[src/rtl/y86_pkg.sv]
// Shared Y86-64 definitions for the fetch path and its consumers.
//   - icode values I_HALT..I_POPQ and REG_NONE (no-register encoding)
//   - fetch_state_e : fetch unit state encoding
//   - len_info_t / instr_len() : instruction length and field presence per icode
package y86_pkg;

    localparam logic [3:0] I_HALT   = 4'h0;
    localparam logic [3:0] I_NOP    = 4'h1;
    localparam logic [3:0] I_RRMOVQ = 4'h2;
    localparam logic [3:0] I_IRMOVQ = 4'h3;
    localparam logic [3:0] I_RMMOVQ = 4'h4;
    localparam logic [3:0] I_MRMOVQ = 4'h5;
    localparam logic [3:0] I_OPQ    = 4'h6;
    localparam logic [3:0] I_JXX    = 4'h7;
    localparam logic [3:0] I_CALL   = 4'h8;
    localparam logic [3:0] I_RET    = 4'h9;
    localparam logic [3:0] I_PUSHQ  = 4'hA;
    localparam logic [3:0] I_POPQ   = 4'hB;

    localparam logic [3:0] REG_NONE = 4'hF;

    typedef enum logic [2:0] {
        S_IDLE,
        S_FETCH_OP,
        S_FETCH_REG,
        S_FETCH_CONST,
        S_HOLD,
        S_HALTED,
        S_ERROR
    } fetch_state_e;

    typedef struct packed {
        logic [3:0] len;
        logic       has_reg;
        logic       has_const;
    } len_info_t;

    // Undefined icodes decode as a 1-byte instruction with no fields.
    function automatic len_info_t instr_len(input logic [3:0] icode);
        len_info_t r;
        r.len       = 4'd1;
        r.has_reg   = 1'b0;
        r.has_const = 1'b0;
        case (icode)
            I_RRMOVQ, I_OPQ, I_PUSHQ, I_POPQ: begin
                r.len     = 4'd2;
                r.has_reg = 1'b1;
            end
            I_JXX, I_CALL: begin
                r.len       = 4'd9;
                r.has_const = 1'b1;
            end
            I_IRMOVQ, I_RMMOVQ, I_MRMOVQ: begin
                r.len       = 4'd10;
                r.has_reg   = 1'b1;
                r.has_const = 1'b1;
            end
            default: ;
        endcase
        return r;
    endfunction

endpackage

[src/rtl/y86_instr_len.sv]
// Combinational icode decoder: instruction length and presence of the
// register byte and 8-byte constant.
//   icode_i     : instruction code
//   len_o       : total length in bytes (1, 2, 9 or 10)
//   has_reg_o   : rA/rB byte follows the op byte
//   has_const_o : 8-byte little-endian constant follows
module y86_instr_len
    import y86_pkg::*;
(
    input  logic [3:0] icode_i,
    output logic [3:0] len_o,
    output logic       has_reg_o,
    output logic       has_const_o
);

    len_info_t info;

    assign info        = instr_len(icode_i);
    assign len_o       = info.len;
    assign has_reg_o   = info.has_reg;
    assign has_const_o = info.has_const;

endmodule

[src/rtl/y86_fetch_unit.sv]
// Y86-64 fetch stage: reads instruction bytes one at a time from a byte-wide
// memory at pc, assembles a full instruction and offers it with valid/ready.
// Optional feature macro: Y86_FETCH_ERR_EN (invalid icode -> ERROR state, err=1).
// Without it an invalid icode is delivered as a 1-byte nop and err stays 0.
//   clock, reset            : clock, synchronous active-high reset
//   mem_addr/mem_rd_en      : byte read request (address = pc + byte index)
//   mem_rdata/mem_rvalid    : returned byte; mem_rvalid=0 stalls the request
//   instr_valid/instr_ready : instruction handshake
//   icode/ifun/rA/rB/valC   : decoded fields (rA/rB=F, valC=0 when absent)
//   valP                    : address of next sequential instruction
//   pc_load/pc_load_value   : redirect, discards any partial instruction
//   halted/err              : halt retired / invalid icode seen
module y86_fetch_unit
    import y86_pkg::*;
#(
    parameter int                ADDR_W   = 16,
    parameter logic [ADDR_W-1:0] RESET_PC = '0
)(
    input  logic              clock,
    input  logic              reset,
    output logic [ADDR_W-1:0] mem_addr,
    output logic              mem_rd_en,
    input  logic [7:0]        mem_rdata,
    input  logic              mem_rvalid,
    output logic              instr_valid,
    input  logic              instr_ready,
    output logic [3:0]        icode,
    output logic [3:0]        ifun,
    output logic [3:0]        rA,
    output logic [3:0]        rB,
    output logic [63:0]       valC,
    output logic [ADDR_W-1:0] valP,
    input  logic              pc_load,
    input  logic [ADDR_W-1:0] pc_load_value,
    output logic              halted,
    output logic              err
);

    fetch_state_e      state_q;
    logic [ADDR_W-1:0] pc_q;
    logic [ADDR_W-1:0] valp_q;
    logic [ADDR_W-1:0] valp_d;
    logic [3:0]        off_q;     // byte index within the instruction
    logic [2:0]        cnt_q;     // constant byte index
    logic [3:0]        icode_q, ifun_q, ra_q, rb_q;
    logic [63:0]       valc_q;

    logic [3:0]        dec_icode;
    logic [3:0]        dec_len;
    logic              dec_has_reg;
    logic              dec_has_const;
    logic              bad_op;
    fetch_state_e      after_op;

    // While the op byte is on the bus decode it directly; afterwards decode
    // the latched icode so one decoder serves every state.
    assign dec_icode = (state_q == S_FETCH_OP) ? mem_rdata[7:4] : icode_q;

    y86_instr_len u_len (
        .icode_i     (dec_icode),
        .len_o       (dec_len),
        .has_reg_o   (dec_has_reg),
        .has_const_o (dec_has_const)
    );

    assign bad_op = (mem_rdata[7:4] > I_POPQ);
    assign valp_d = pc_q + ADDR_W'(dec_len);

    always_comb begin
        after_op = S_HOLD;
        if (dec_has_reg)
            after_op = S_FETCH_REG;
        else if (dec_has_const)
            after_op = S_FETCH_CONST;
    end

    always_ff @(posedge clock) begin
        if (reset) begin
            state_q <= S_IDLE;
            pc_q    <= RESET_PC;
            valp_q  <= '0;
            off_q   <= '0;
            cnt_q   <= '0;
            icode_q <= '0;
            ifun_q  <= '0;
            ra_q    <= REG_NONE;
            rb_q    <= REG_NONE;
            valc_q  <= '0;
        end else if (pc_load) begin
            // A coinciding handshake keeps its outputs; only the next fetch moves.
            state_q <= S_FETCH_OP;
            pc_q    <= pc_load_value;
            off_q   <= '0;
            cnt_q   <= '0;
        end else begin
            case (state_q)
                S_IDLE: state_q <= S_FETCH_OP;
                S_FETCH_OP: if (mem_rvalid) begin
                    icode_q <= mem_rdata[7:4];
                    ifun_q  <= mem_rdata[3:0];
                    ra_q    <= REG_NONE;
                    rb_q    <= REG_NONE;
                    valc_q  <= '0;
                    valp_q  <= valp_d;
                    off_q   <= 4'd1;
                    cnt_q   <= '0;
`ifdef Y86_FETCH_ERR_EN
                    state_q <= bad_op ? S_ERROR : after_op;
`else
                    state_q <= after_op;
                    if (bad_op) begin
                        icode_q <= I_NOP;
                        ifun_q  <= 4'h0;
                    end
`endif
                end
                S_FETCH_REG: if (mem_rvalid) begin
                    ra_q    <= mem_rdata[7:4];
                    rb_q    <= mem_rdata[3:0];
                    off_q   <= off_q + 4'd1;
                    state_q <= dec_has_const ? S_FETCH_CONST : S_HOLD;
                end
                S_FETCH_CONST: if (mem_rvalid) begin
                    valc_q[{cnt_q, 3'b000} +: 8] <= mem_rdata;
                    off_q <= off_q + 4'd1;
                    cnt_q <= cnt_q + 3'd1;
                    if (cnt_q == 3'd7)
                        state_q <= S_HOLD;
                end
                S_HOLD: if (instr_ready) begin
                    pc_q    <= valp_q;
                    off_q   <= '0;
                    state_q <= (icode_q == I_HALT) ? S_HALTED : S_FETCH_OP;
                end
                default: state_q <= state_q;   // HALTED/ERROR wait for pc_load
            endcase
        end
    end

    assign mem_addr    = pc_q + ADDR_W'(off_q);
    assign mem_rd_en   = (state_q == S_FETCH_OP) || (state_q == S_FETCH_REG) ||
                         (state_q == S_FETCH_CONST);
    assign instr_valid = (state_q == S_HOLD);
    assign halted      = (state_q == S_HALTED);
`ifdef Y86_FETCH_ERR_EN
    assign err         = (state_q == S_ERROR);
`else
    assign err         = 1'b0;
`endif
    assign icode       = icode_q;
    assign ifun        = ifun_q;
    assign rA          = ra_q;
    assign rB          = rb_q;
    assign valC        = valc_q;
    assign valP        = valp_q;

endmodule

[config.mk]
export PLATFORM = sky130hd
export DESIGN_NAME = y86_fetch_unit
export DESIGN_NICKNAME = d
export VERILOG_FILES = /design/src/rtl/y86_pkg.sv /design/src/rtl/y86_instr_len.sv /design/src/rtl/y86_fetch_unit.sv
export SDC_FILE = /design/constraint.sdc
export NUM_CORES = 1
export LEC_CHECK = 0
export ABC_AREA = 1
export CAP_MARGIN = 40
export CORE_AREA = 3 3 113 126
export CTS_CLUSTER_DIAMETER = 200
export DETAILED_ROUTE_END_ITERATION = 7
export DIE_AREA = 0 0 116 129
export PLACE_DENSITY = 0.76
export REMOVE_ABC_BUFFERS = 1
export SETUP_SLACK_MARGIN = 0.05
export SLEW_MARGIN = 20
export SYNTH_ARGS = -nofsm -noshare
export SYNTH_HDL_FRONTEND = slang
export SYNTH_SLANG_ARGS = --single-unit
[constraint.sdc]
create_clock -name clock -period 3 [get_ports clock]
set_clock_uncertainty 0.1 [all_clocks]
set_input_delay 0.6 -clock clock [delete_from_list [all_inputs] [get_ports clock]]
set_output_delay 0.6 -clock clock [all_outputs]
set_load 0.01 [all_outputs]
Word-level counts from Yosys, hierarchy flattened
Cells that the tools add are included.
- output and inout bits: 116
- register bits: 122
- muxes and demuxes: 35
- shift-type cells: 2
- magnitude comparators: 1
- $add $sub $neg: 5
- equality and inequality tests: 26
- reductions and logical operators: 26
- bitwise gates (word level): 1
- operators by type and width (kind ; count):
    $mux W64 ; 2
    $pmux W64 S2 ; 1
    $bwmux W64 ; 1
    $shift A8 B8 Y64 const A ; 1
    $shiftx A8 B8 Y64 ; 1
    $mux W16 ; 3
    $mux W4 ; 9
    $add A16 B4 Y16 ; 2
    $mux W3 ; 10
    $pmux W4 S3 ; 2
    $eq A4 B3 Y1 const B ; 4
    $pmux W4 S2 ; 2
    $pmux W3 S5 ; 1
    $eq A4 B4 Y1 const B ; 3
    $ne A3 B3 Y1 const B ; 4
    $reduce_and A4 Y1 ; 3
    $reduce_and A6 Y1 ; 2
    $eq A3 B3 Y1 const B ; 3
    $eq A4 B2 Y1 const B ; 2
    $ne A2 B2 Y1 const B ; 4
    $neg A6 Y8 ; 1
    $reduce_bool A2 Y1 ; 4
    $reduce_or A7 Y1 ; 1
    $eq A3 B2 Y1 const B ; 2
    other kinds (21) ; 28

Depth between registers and ports, before layout
Gate-level depths: netlist of the first run.
- word-level depth: 10
- mapped depth: 20

Modules after synthesis
Synthesis of the first run repeated with hierarchy kept, for this count alone.
- cells, all modules: 852
- area, all modules: 5997.0 sq um
- by module, submodules not included (module ; times used ; cells an instance ; area each (sq um)):
    y86_fetch_unit ; 1 ; 833 ; 5910.7
    y86_instr_len ; 1 ; 19 ; 86.3

Worst setup path before layout of the first run
No wires, ideal clock.
- kind: register -> register
- start: reg state_q[0]
- end: reg valp_q[10] (netlist: valP[10])
- library setup time: 115 ps
- period minus slack after synthesis: 2906 ps
- path slack: 94 ps
- arrival time: 2690 ps
- cell stages (with the launch flop): 20
- path buffers: 0
- required time: 2785 ps
- cell sequence: dfxtp_1 nand2_2 nor2_2 nand2_1 nand2_1 nor2_1 nand2_1 nand2_2 nor3_1 ha_1 inv_1 fa_1 inv_1 a31oi_1 nor2_1 nand3_1 nor2_1 xor2_1 o21ai_0 inv_1
- cells in the longest elaborated chain, start to end: 6
- elaborated cells between the ends (all ways): 17
- those cells by class: 1 x add/sub; 10 x eq/ne; 2 x mux; 4 x reduce/logical
- ends and longest elaborated chain (what ; line ; source):
    from (decl) ; y86_fetch_unit.sv:39 ; fetch_state_e state_q;
    from (signal assigned) ; y86_fetch_unit.sv:110 ; state_q <= after_op;
    from (signal assigned) ; y86_fetch_unit.sv:121 ; state_q <= dec_has_const ? S_FETCH_CONST : S_HOLD;
    from (signal assigned) ; y86_fetch_unit.sv:133 ; state_q <= (icode_q == I_HALT) ? S_HALTED : S_FETCH_OP;
    $eq A3 B1 Y1 (*) ; y86_fetch_unit.sv:57, y86_fetch_unit.sv:96 ;
    $mux W4 ; y86_fetch_unit.sv:57 ; assign dec_icode = (state_q == S_FETCH_OP) ? mem_rdata[7:4] : icode_q;
    $eq A4 B2 Y1, or another cell as far along ; y86_pkg.sv:44 ; case (icode)
    $reduce_or A4 Y1, or another cell as far along ; y86_pkg.sv:44 ;
    $pmux W4 S3 ; y86_pkg.sv:44 ;
    $add A16 B4 Y16 ; y86_fetch_unit.sv:67 ; assign valp_d = pc_q + ADDR_W'(dec_len);
    to (signal assigned) ; y86_fetch_unit.sv:104 ; valp_q <= valp_d;
    to (decl) ; y86_fetch_unit.sv:41 ; logic [ADDR_W-1:0] valp_q;
Mark *: on every way between the ends. The rest lies on a longest branch, timed or not.
A chain may end at the register's enable or synchronous reset.

Final worst setup path of the first run
- start: reg pc_q[0]
- end: out mem_addr[10]
- cells in the longest elaborated chain, start to end: 1
- ends and longest elaborated chain (what ; line ; source):
    from (decl) ; y86_fetch_unit.sv:40 ; logic [ADDR_W-1:0] pc_q;
    from (signal assigned) ; y86_fetch_unit.sv:92 ; pc_q <= pc_load_value;
    from (signal assigned) ; y86_fetch_unit.sv:131 ; pc_q <= valp_q;
    $add A16 B4 Y16 ; y86_fetch_unit.sv:140 ; assign mem_addr = pc_q + ADDR_W'(off_q);
    to (decl) ; y86_fetch_unit.sv:21 ; output logic [ADDR_W-1:0] mem_addr,
No other way between the ends.

==> load_flow_metrics.sql, run 1 <==
INSERT INTO impl_metrics (metric_group, metric, value, unit) VALUES
('timing', 'fmax', '334.7', 'MHz'),
('clock_tree', 'clock_tree_buffer_depth', '2', ''),
('detailed_routing', 'routedWlPerCell', '15.72', 'µm'),
('detailed_routing', 'drt_pass1_iterations', '7', ''),
('synth', 'synth_top_cell_by_area', 'sky130_fd_sc_hd__dfxtp_1', ''),
('timing', 'grt_setup_unrepaired', 'true', ''),
('cells_and_area', 'instances_no_fill', '1204', ''),
('synth', 'post-synth-top-count-cell', 'sky130_fd_sc_hd__nand2_1', ''),
('setup_path', 'critPathRequiredTime', '2300', 'ps'),
('synth', 'postSynthRegisterBits', '122', ''),
('clock_tree', 'cts_tree', 'yes', ''),
('setup_path', 'critical_path.max_fanout', '2', ''),
('detailed_routing', 'route.detailed.drc', '0', ''),
('clock_tree', 'cts_root_buffer', 'sky130_fd_sc_hd__clkbuf_16', ''),
('timing', 'slew-limit-headroom', '0.4763', ''),
('detailed_routing', 'drt_first_iter_violations', '439', ''),
('run_status', 'outcome', 'finished clean', ''),
('power_and_ir_drop', 'power_density', '516.5', 'nW/µm²'),
('timing', 'timing.final.max_slew_violations', '0', ''),
('cells_and_area', 'layout-area-overhead-vs-synth', '48.33', '%'),
('timing', 'setup_viol', '0', ''),
('timing', 'worst_pin_slew', '784.8', 'ps'),
('clock_tree', 'clock_sinks', '122', ''),
('setup_path', 'worst-endpoint-arrival', '2290', 'ps'),
('timing', 'final_hold_viol_count', '0', ''),
('global_routing', 'antenna_violations_before_repair', '0', ''),
('synth', 'synth_top_cell_area_share', '0.4208', ''),
('clock_tree', 'cts_htree_levels', '4', ''),
('clock_tree', 'clk_latency', '420', 'ps'),
('global_routing', 'grt_pass1_vias', '6067', ''),
('flow_run', 'drv.max_cap_violation_count', '0', ''),
('setup_path', 'critical_path.startpoint_type', 'register', ''),
('setup_path', 'crit_chain', 'ha_4, inv_2, fa_2, nand3b_1, and2_4, nor2_4, nand3_2, nor2_2, xor2_1, buf_2', ''),
('placed_design', 'buffer_ports.inserted', '143', ''),
('die', 'start_util', '0.4430', ''),
('synth', 'synth-seq-area-share', '0.4208', ''),
('die', 'rows', '44', ''),
('detailed_routing', 'routed-via-count', '6319', ''),
('cells_and_area', 'finalNetCount', '1073', ''),
('die', 'chipWidth', '116', 'µm'),
('clock_tree', 'cts_buffers', '17', ''),
('placed_design', 'place_inst', '1168', ''),
('cells_and_area', 'fraction_of_layout_cells_with_a_size_suffix_above_1', '0.1764', ''),
('synth', 'ys_types', '37', ''),
('global_routing', 'grt_first_pass_wirelength', '29460', 'µm'),
('cells_and_area', 'antenna_cells', '0', ''),
('placed_design', 'post-place-ws', '-573.4', 'ps'),
('synth', 'syn_area_per_cell', '7.061', 'µm²'),
('setup_path', 'worstSetupPathType', 'register to output port', ''),
('synth', 'netlist_area', '5804', 'µm²'),
('setup_path', 'critPathCaptureType', 'output port', ''),
('timing', 'fin_ws', '11.80', 'ps'),
('power_and_ir_drop', 'vdd_ir_drop_max', '0.3309', 'mV'),
('die', 'die_h', '129', 'µm'),
('global_routing', 'global_route.overflow_total', '0', ''),
('placed_design', 'dp_hpwl', '13350', 'µm'),
('power_and_ir_drop', 'total_leakage_power', '0.003404', 'µW'),
('setup_path', 'critical-path-slowest-cell', 'sky130_fd_sc_hd__dfxtp_2', ''),
('synth', 'synthTopCellsByCount', '251 x sky130_fd_sc_hd__nand2_1, 122 x sky130_fd_sc_hd__dfxtp_1, 102 x sky130_fd_sc_hd__a21oi_1', ''),
('clock_tree', 'clk_pin_slew_worst_paths', '60', 'ps'),
('synth', 'yosys_warnings', '0', ''),
('synth', 'synth_edf_count', '0', ''),
('synth', 'netlist_top_cells_area', 'sky130_fd_sc_hd__dfxtp_1 42%, sky130_fd_sc_hd__nand2_1 16%, sky130_fd_sc_hd__a21oi_1 8.8%', ''),
('synth', 'async_flop_share', '0', ''),
('synth', 'synth_flop_cell', 'sky130_fd_sc_hd__dfxtp_1', ''),
('die', 'die_area', '14960', 'µm²'),
('setup_path', 'cpPeakStageDelay', '360', 'ps'),
('timing', 'timing.final.crit_period', '2988', 'ps'),
('timing', 'min_period_over_period', '0.9961', ''),
('die', 'core', '13100', 'µm²'),
('detailed_routing', 'drt.antenna.violating_nets', '0', ''),
('global_routing', 'grtUsageTotal', '0.2502', ''),
('die', 'ios', '145', ''),
('detailed_routing', 'route.final.wire_length', '18920', 'µm'),
('placed_design', 'globalplace.congestion', '0.9105', ''),
('synth', 'synthesis.instances', '822', ''),
('detailed_routing', 'routed_via_density', '5.248', ''),
('min_path', 'hold_class', 'register to register', ''),
('global_routing', 'grt_max_degree', '55', '');
==> where the power goes <==
part           switching [µW]  internal [µW]
sequential               44.6           1660
clock                     858           1170
combinational             392            316
total                    1290           3150
==> per-layer routing <==
metal | GRT usage | part of all wire | up-vias
met3 | 0.06162 | 0.068 | 42
li1 | - | - | 3100
met1 | 0.3279 | 0.43 | 2936
met2 | 0.3949 | 0.47 | 241
met5 | 0 | 0 | -
met4 | 0.1024 | 0.026 | 0
==> critical path, delay by kind of cell (launching register included) <==
kind / cells / cell delay, ps
buffers and inverters: 2 / 200
adders and majority gates: 2 / 480
and+or+nand+nor: 5 / 660
DFF: 1 / 360
xor gates and xnor gates: 1 / 170
==> kinds of logic (layout without fill, tap and decap cells) <==
family / after synthesis / after routing / synth area share
other: 1 / 1 / 0.0006461
adder cells (fa/ha/maj): 14 / 14 / 0.03277
XOR/XNOR: 25 / 25 / 0.03772
buffers and inverters: 98 / 319 / 0.06574
flip-flops: 122 / 122 / 0.4208
AO/OA/AOI/OAI: 165 / 165 / 0.1505
AND/OR/NAND/NOR: 397 / 397 / 0.2919
==> registers in the layout, summed over array words and instances, names as in the netlist <==
register,flops
state_q,3
icode,4
pc_q,16
valC,64
off_q,4
cnt_q,3
valP,16
ifun,4
rA,4
rB,4
==> layout make-up <==
| type | count | area (µm²) |
|---|---|---|
| Fill cell | 1144 | 4493 |
| Timing Repair Buffer | 215 | 1928 |
| Multi-Input combinational cell | 602 | 3174 |
| Inverter | 72 | 272.8 |
| Sequential cell | 122 | 2456 |
| Tap cell | 161 | 201.4 |
| Clock buffer | 17 | 425.4 |
| Clock inverter | 15 | 151.4 |
==> final timing paths <==
check	start	end	slack (ps)	cells past startpoint
min reg2reg	valC[59]	valC[59]	360	2
max	pc_q[0]	mem_addr[10]	10	10
max reg2reg	state_q[2]	valP[11]	100	21
min	valC[59]	valC[59]	360	2
==> through the flow <==
step	power, µW	instance area (µm²)	hold WS [ps]	setup TNS, ps	util
finish	4447	8610	359.8	0	0.6571
global route	4618	8610	382.0	-628.9	0.6571
CTS	4409	8459	362.6	0	0.6456
detailed placement	2402	7831	352.5	-5860	0.5977
global placement	2399	7831	349.4	-4672	0.5977
floorplan	2056	5693	361.1	0	-
==> layout by cell type, fill, tap and decap left out, types with 3 or more instances in the layout <==
cell / netlist / final
sky130_fd_sc_hd__nand2_1: 251 / 247
sky130_fd_sc_hd__clkdlybuf4s50_1: 0 / 125
sky130_fd_sc_hd__dfxtp_1: 122 / 113
sky130_fd_sc_hd__a21oi_1: 102 / 100
sky130_fd_sc_hd__buf_4: 2 / 68
sky130_fd_sc_hd__inv_1: 65 / 63
sky130_fd_sc_hd__nor2_1: 68 / 60
sky130_fd_sc_hd__nand3_1: 37 / 36
sky130_fd_sc_hd__o21ai_0: 30 / 25
sky130_fd_sc_hd__xor2_1: 19 / 18
sky130_fd_sc_hd__clkbuf_16: 0 / 17
sky130_fd_sc_hd__nor2_4: 5 / 13
sky130_fd_sc_hd__a31oi_1: 14 / 13
sky130_fd_sc_hd__nor3_1: 14 / 11
sky130_fd_sc_hd__buf_2: 5 / 11
sky130_fd_sc_hd__o21ai_1: 5 / 10
sky130_fd_sc_hd__inv_2: 7 / 8
sky130_fd_sc_hd__o22ai_1: 8 / 8
sky130_fd_sc_hd__ha_1: 12 / 8
sky130_fd_sc_hd__dfxtp_2: 0 / 8
sky130_fd_sc_hd__inv_6: 0 / 7
sky130_fd_sc_hd__xnor2_1: 6 / 6
sky130_fd_sc_hd__nand2_2: 3 / 5
sky130_fd_sc_hd__nand4_1: 5 / 5
sky130_fd_sc_hd__nor2_2: 5 / 5
sky130_fd_sc_hd__a21oi_2: 2 / 4
sky130_fd_sc_hd__dlygate4sd2_1: 0 / 4
sky130_fd_sc_hd__ha_4: 0 / 3
sky130_fd_sc_hd__inv_8: 0 / 3
sky130_fd_sc_hd__buf_6: 0 / 3
==> timing repair <==
action,in CTS,in global routing
setup endpoints to repair,19,23
buffers inserted,0,4
hold buffers,0,0
pin swaps,4,23
resized for setup,67,47
No activity file was read; power rests on OpenSTA's default activity.
==> run 2, diff against run 1 <==
--- a/config.mk
+++ b/config.mk
@@ -14,6 +14,7 @@
 export PLACE_DENSITY = 0.76
 export REMOVE_ABC_BUFFERS = 1
 export SETUP_SLACK_MARGIN = 0.05
+export SKIP_LAST_GASP = 1
 export SLEW_MARGIN = 20
 export SYNTH_ARGS = -nofsm -noshare
 export SYNTH_HDL_FRONTEND = slang
==> load_flow_metrics.sql, run 2 (synthesis results as in run 1) <==
INSERT INTO impl_metrics (metric_group, metric, value, unit) VALUES
('run_status', 'outcome', 'finished clean', ''),
('min_path', 'hold_class', 'register to register', ''),
('cells_and_area', 'antenna_cells', '0', ''),
('global_routing', 'grt_max_degree', '55', ''),
('timing', 'final_hold_viol_count', '0', ''),
('detailed_routing', 'drt_first_iter_violations', '486', ''),
('global_routing', 'globalRouteMet2Util', '0.3949', ''),
('timing', 'fin_worst_hold_slack', '359.8', 'ps'),
('timing', 'slew-limit-headroom', '0.4818', ''),
('flow_run', 'drv.max_cap_violation_count', '0', ''),
('die', 'die_h', '129', 'µm'),
('timing', 'min_period_over_period', '0.9926', ''),
('cells_and_area', 'finalNetCount', '1073', ''),
('timing', 'worst_pin_slew', '776.5', 'ps'),
('clock_tree', 'cts_htree_levels', '4', ''),
('placed_design', 'dp_hpwl', '13350', 'µm'),
('clock_tree', 'post_cts_hold_buffer_count', '0', ''),
('power_and_ir_drop', 'power_density', '516.4', 'nW/µm²'),
('cells_and_area', 'most_frequent_standard_cell_in_the_layout_excluding_fill_and_tap_cells', 'sky130_fd_sc_hd__nand2_1', ''),
('timing', 'timing.final.crit_period', '2978', 'ps'),
('placed_design', 'placement.cell_area', '7831', 'µm²'),
('setup_path', 'critPathCaptureType', 'output port', ''),
('setup_path', 'critPathRequiredTime', '2300', 'ps'),
('die', 'rows', '44', ''),
('global_routing', 'grt_first_pass_wirelength', '29460', 'µm'),
('die', 'start_util', '0.4430', ''),
('detailed_routing', 'drt_pass1_iterations', '5', ''),
('global_routing', 'grt_pass1_vias', '6067', ''),
('setup_path', 'worst-endpoint-arrival', '2280', 'ps'),
('placed_design', 'globalplace.congestion', '0.9105', ''),
('die', 'core', '13100', 'µm²'),
('clock_tree', 'cts_buffers', '17', ''),
('cells_and_area', 'largest_register_ffs', '64', ''),
('placed_design', 'buffer_ports.inserted', '143', ''),
('timing', 'setup_viol', '0', ''),
('global_routing', 'global_route.overflow_total', '0', ''),
('die', 'ios', '145', ''),
('power_and_ir_drop', 'total_leakage_power', '0.003404', 'µW'),
('detailed_routing', 'route.final.wire_length', '18870', 'µm'),
('clock_tree', 'clock_tree_buffer_depth', '2', ''),
('detailed_routing', 'drt.antenna.violating_nets', '0', ''),
('setup_path', 'critical_path.max_fanout', '2', ''),
('cells_and_area', 'instances_no_fill', '1204', ''),
('clock_tree', 'clock_sinks', '122', ''),
('global_routing', 'antenna_violations_before_repair', '0', ''),
('placed_design', 'place_inst', '1168', ''),
('detailed_routing', 'route.detailed.drc', '0', ''),
('detailed_routing', 'routedWlPerCell', '15.67', 'µm'),
('power_and_ir_drop', 'vdd_ir_drop_max', '0.3256', 'mV'),
('die', 'chipWidth', '116', 'µm'),
('clock_tree', 'clk_pin_slew_worst_paths', '60', 'ps'),
('cells_and_area', 'most-common-layout-cells', '247 x sky130_fd_sc_hd__nand2_1, 125 x sky130_fd_sc_hd__clkdlybuf4s50_1, 113 x sky130_fd_sc_hd__dfxtp_1, 100 x sky130_fd_sc_hd__a21oi_1, 68 x sky130_fd_sc_hd__buf_4', ''),
('timing', 'grt_setup_unrepaired', 'true', ''),
('setup_path', 'worstSetupPathType', 'register to output port', ''),
('setup_path', 'critical_path.startpoint_type', 'register', ''),
('clock_tree', 'cts_tree', 'yes', ''),
('detailed_routing', 'routed-via-count', '6315', ''),
('cells_and_area', 'finish.instance_area', '8603', 'µm²'),
('cells_and_area', 'layout-area-overhead-vs-synth', '48.22', '%'),
('die', 'die_area', '14960', 'µm²'),
('global_routing', 'globalRouteMet1Util', '0.3279', ''),
('global_routing', 'grtUsageTotal', '0.2502', ''),
('clock_tree', 'clk_latency', '410', 'ps'),
('global_routing', 'grt_most_used_layer', 'met2', ''),
('cells_and_area', 'fraction_of_layout_cells_with_a_size_suffix_above_1', '0.1755', ''),
('detailed_routing', 'routed_via_density', '5.245', ''),
('timing', 'timing.final.max_slew_violations', '0', ''),
('global_routing', 'use_met3', '0.06162', ''),
('timing', 'fmax', '335.8', 'MHz'),
('clock_tree', 'cts_root_buffer', 'sky130_fd_sc_hd__clkbuf_16', '');
[run 2: cell count changes in the layout (fill, tap and decap cells not counted)]
cell | before | now
sky130_fd_sc_hd__a31oi_2 | 1 | 0
sky130_fd_sc_hd__a31oi_1 | 13 | 14
[run 2: layout make-up]
cell class | count | area, µm²
repair buffers | 215 | 1928
multi-input cells | 602 | 3168
clock buffers | 17 | 425.4
inverters | 72 | 272.8
fillers | 1145 | 4499
flip-flops and latches | 122 | 2456
clock inverters | 15 | 151.4
well taps | 161 | 201.4
[run 2: through the flow]
stage / util / power (µW) / worst slack, ps / TNS, ps
6_report: 0.6566 / 4443 / 22.22 / 0
4_1_cts: 0.6456 / 4409 / 4.097 / 0
3_5_place_dp: 0.5977 / 2402 / -573.4 / -5860
2_1_floorplan: - / 2056 / 90.26 / 0
5_1_grt: 0.6566 / 4614 / -103.9 / -610.6
3_3_place_gp: 0.5977 / 2399 / -513.9 / -4672
[run 2: final timing paths]
check | from | to | slack (ps) | cells past startpoint
worst min-delay path | valC[59] | valC[59] | 360 | 2
worst min register to register | valC[59] | valC[59] | 360 | 2
worst max-delay path | off_q[0] | mem_addr[10] | 20 | 10
worst max register to register | state_q[2] | valP[11] | 100 | 21
[run 2: per-layer routing]
| layer | vias up | share of wire |
|---|---|---|
| li1 | 3104 | - |
| met1 | 2935 | 0.43 |
| met2 | 236 | 0.47 |
| met3 | 40 | 0.071 |
| met4 | 0 | 0.026 |
| met5 | - | 0 |
[run 2: power breakdown]
group          leakage [µW]  switching [µW]  total (µW)  internal [µW]
logic               0.00213             390         704            315
clock network      0.000286             856        2030           1170
registers          0.000993            45.0        1710           1660
[run 2: what timing repair did]
action | CTS | global route
endpoints found under the setup margin | 19 | 23
setup buffers | 0 | 4
gates resized for setup | 67 | 46
pin swaps | 4 | 23
[run 2: critical path: stages, from the launching register on]
cell                       delay, ps
sky130_fd_sc_hd__dfxtp_2         360
sky130_fd_sc_hd__ha_4            130
sky130_fd_sc_hd__inv_2            40
sky130_fd_sc_hd__fa_2            350
sky130_fd_sc_hd__nand3b_1        190
sky130_fd_sc_hd__and2_4          170
sky130_fd_sc_hd__nor2_4          100
sky130_fd_sc_hd__nand3_2         100
sky130_fd_sc_hd__nor2_2          100
sky130_fd_sc_hd__xor2_1          170
sky130_fd_sc_hd__buf_2           160
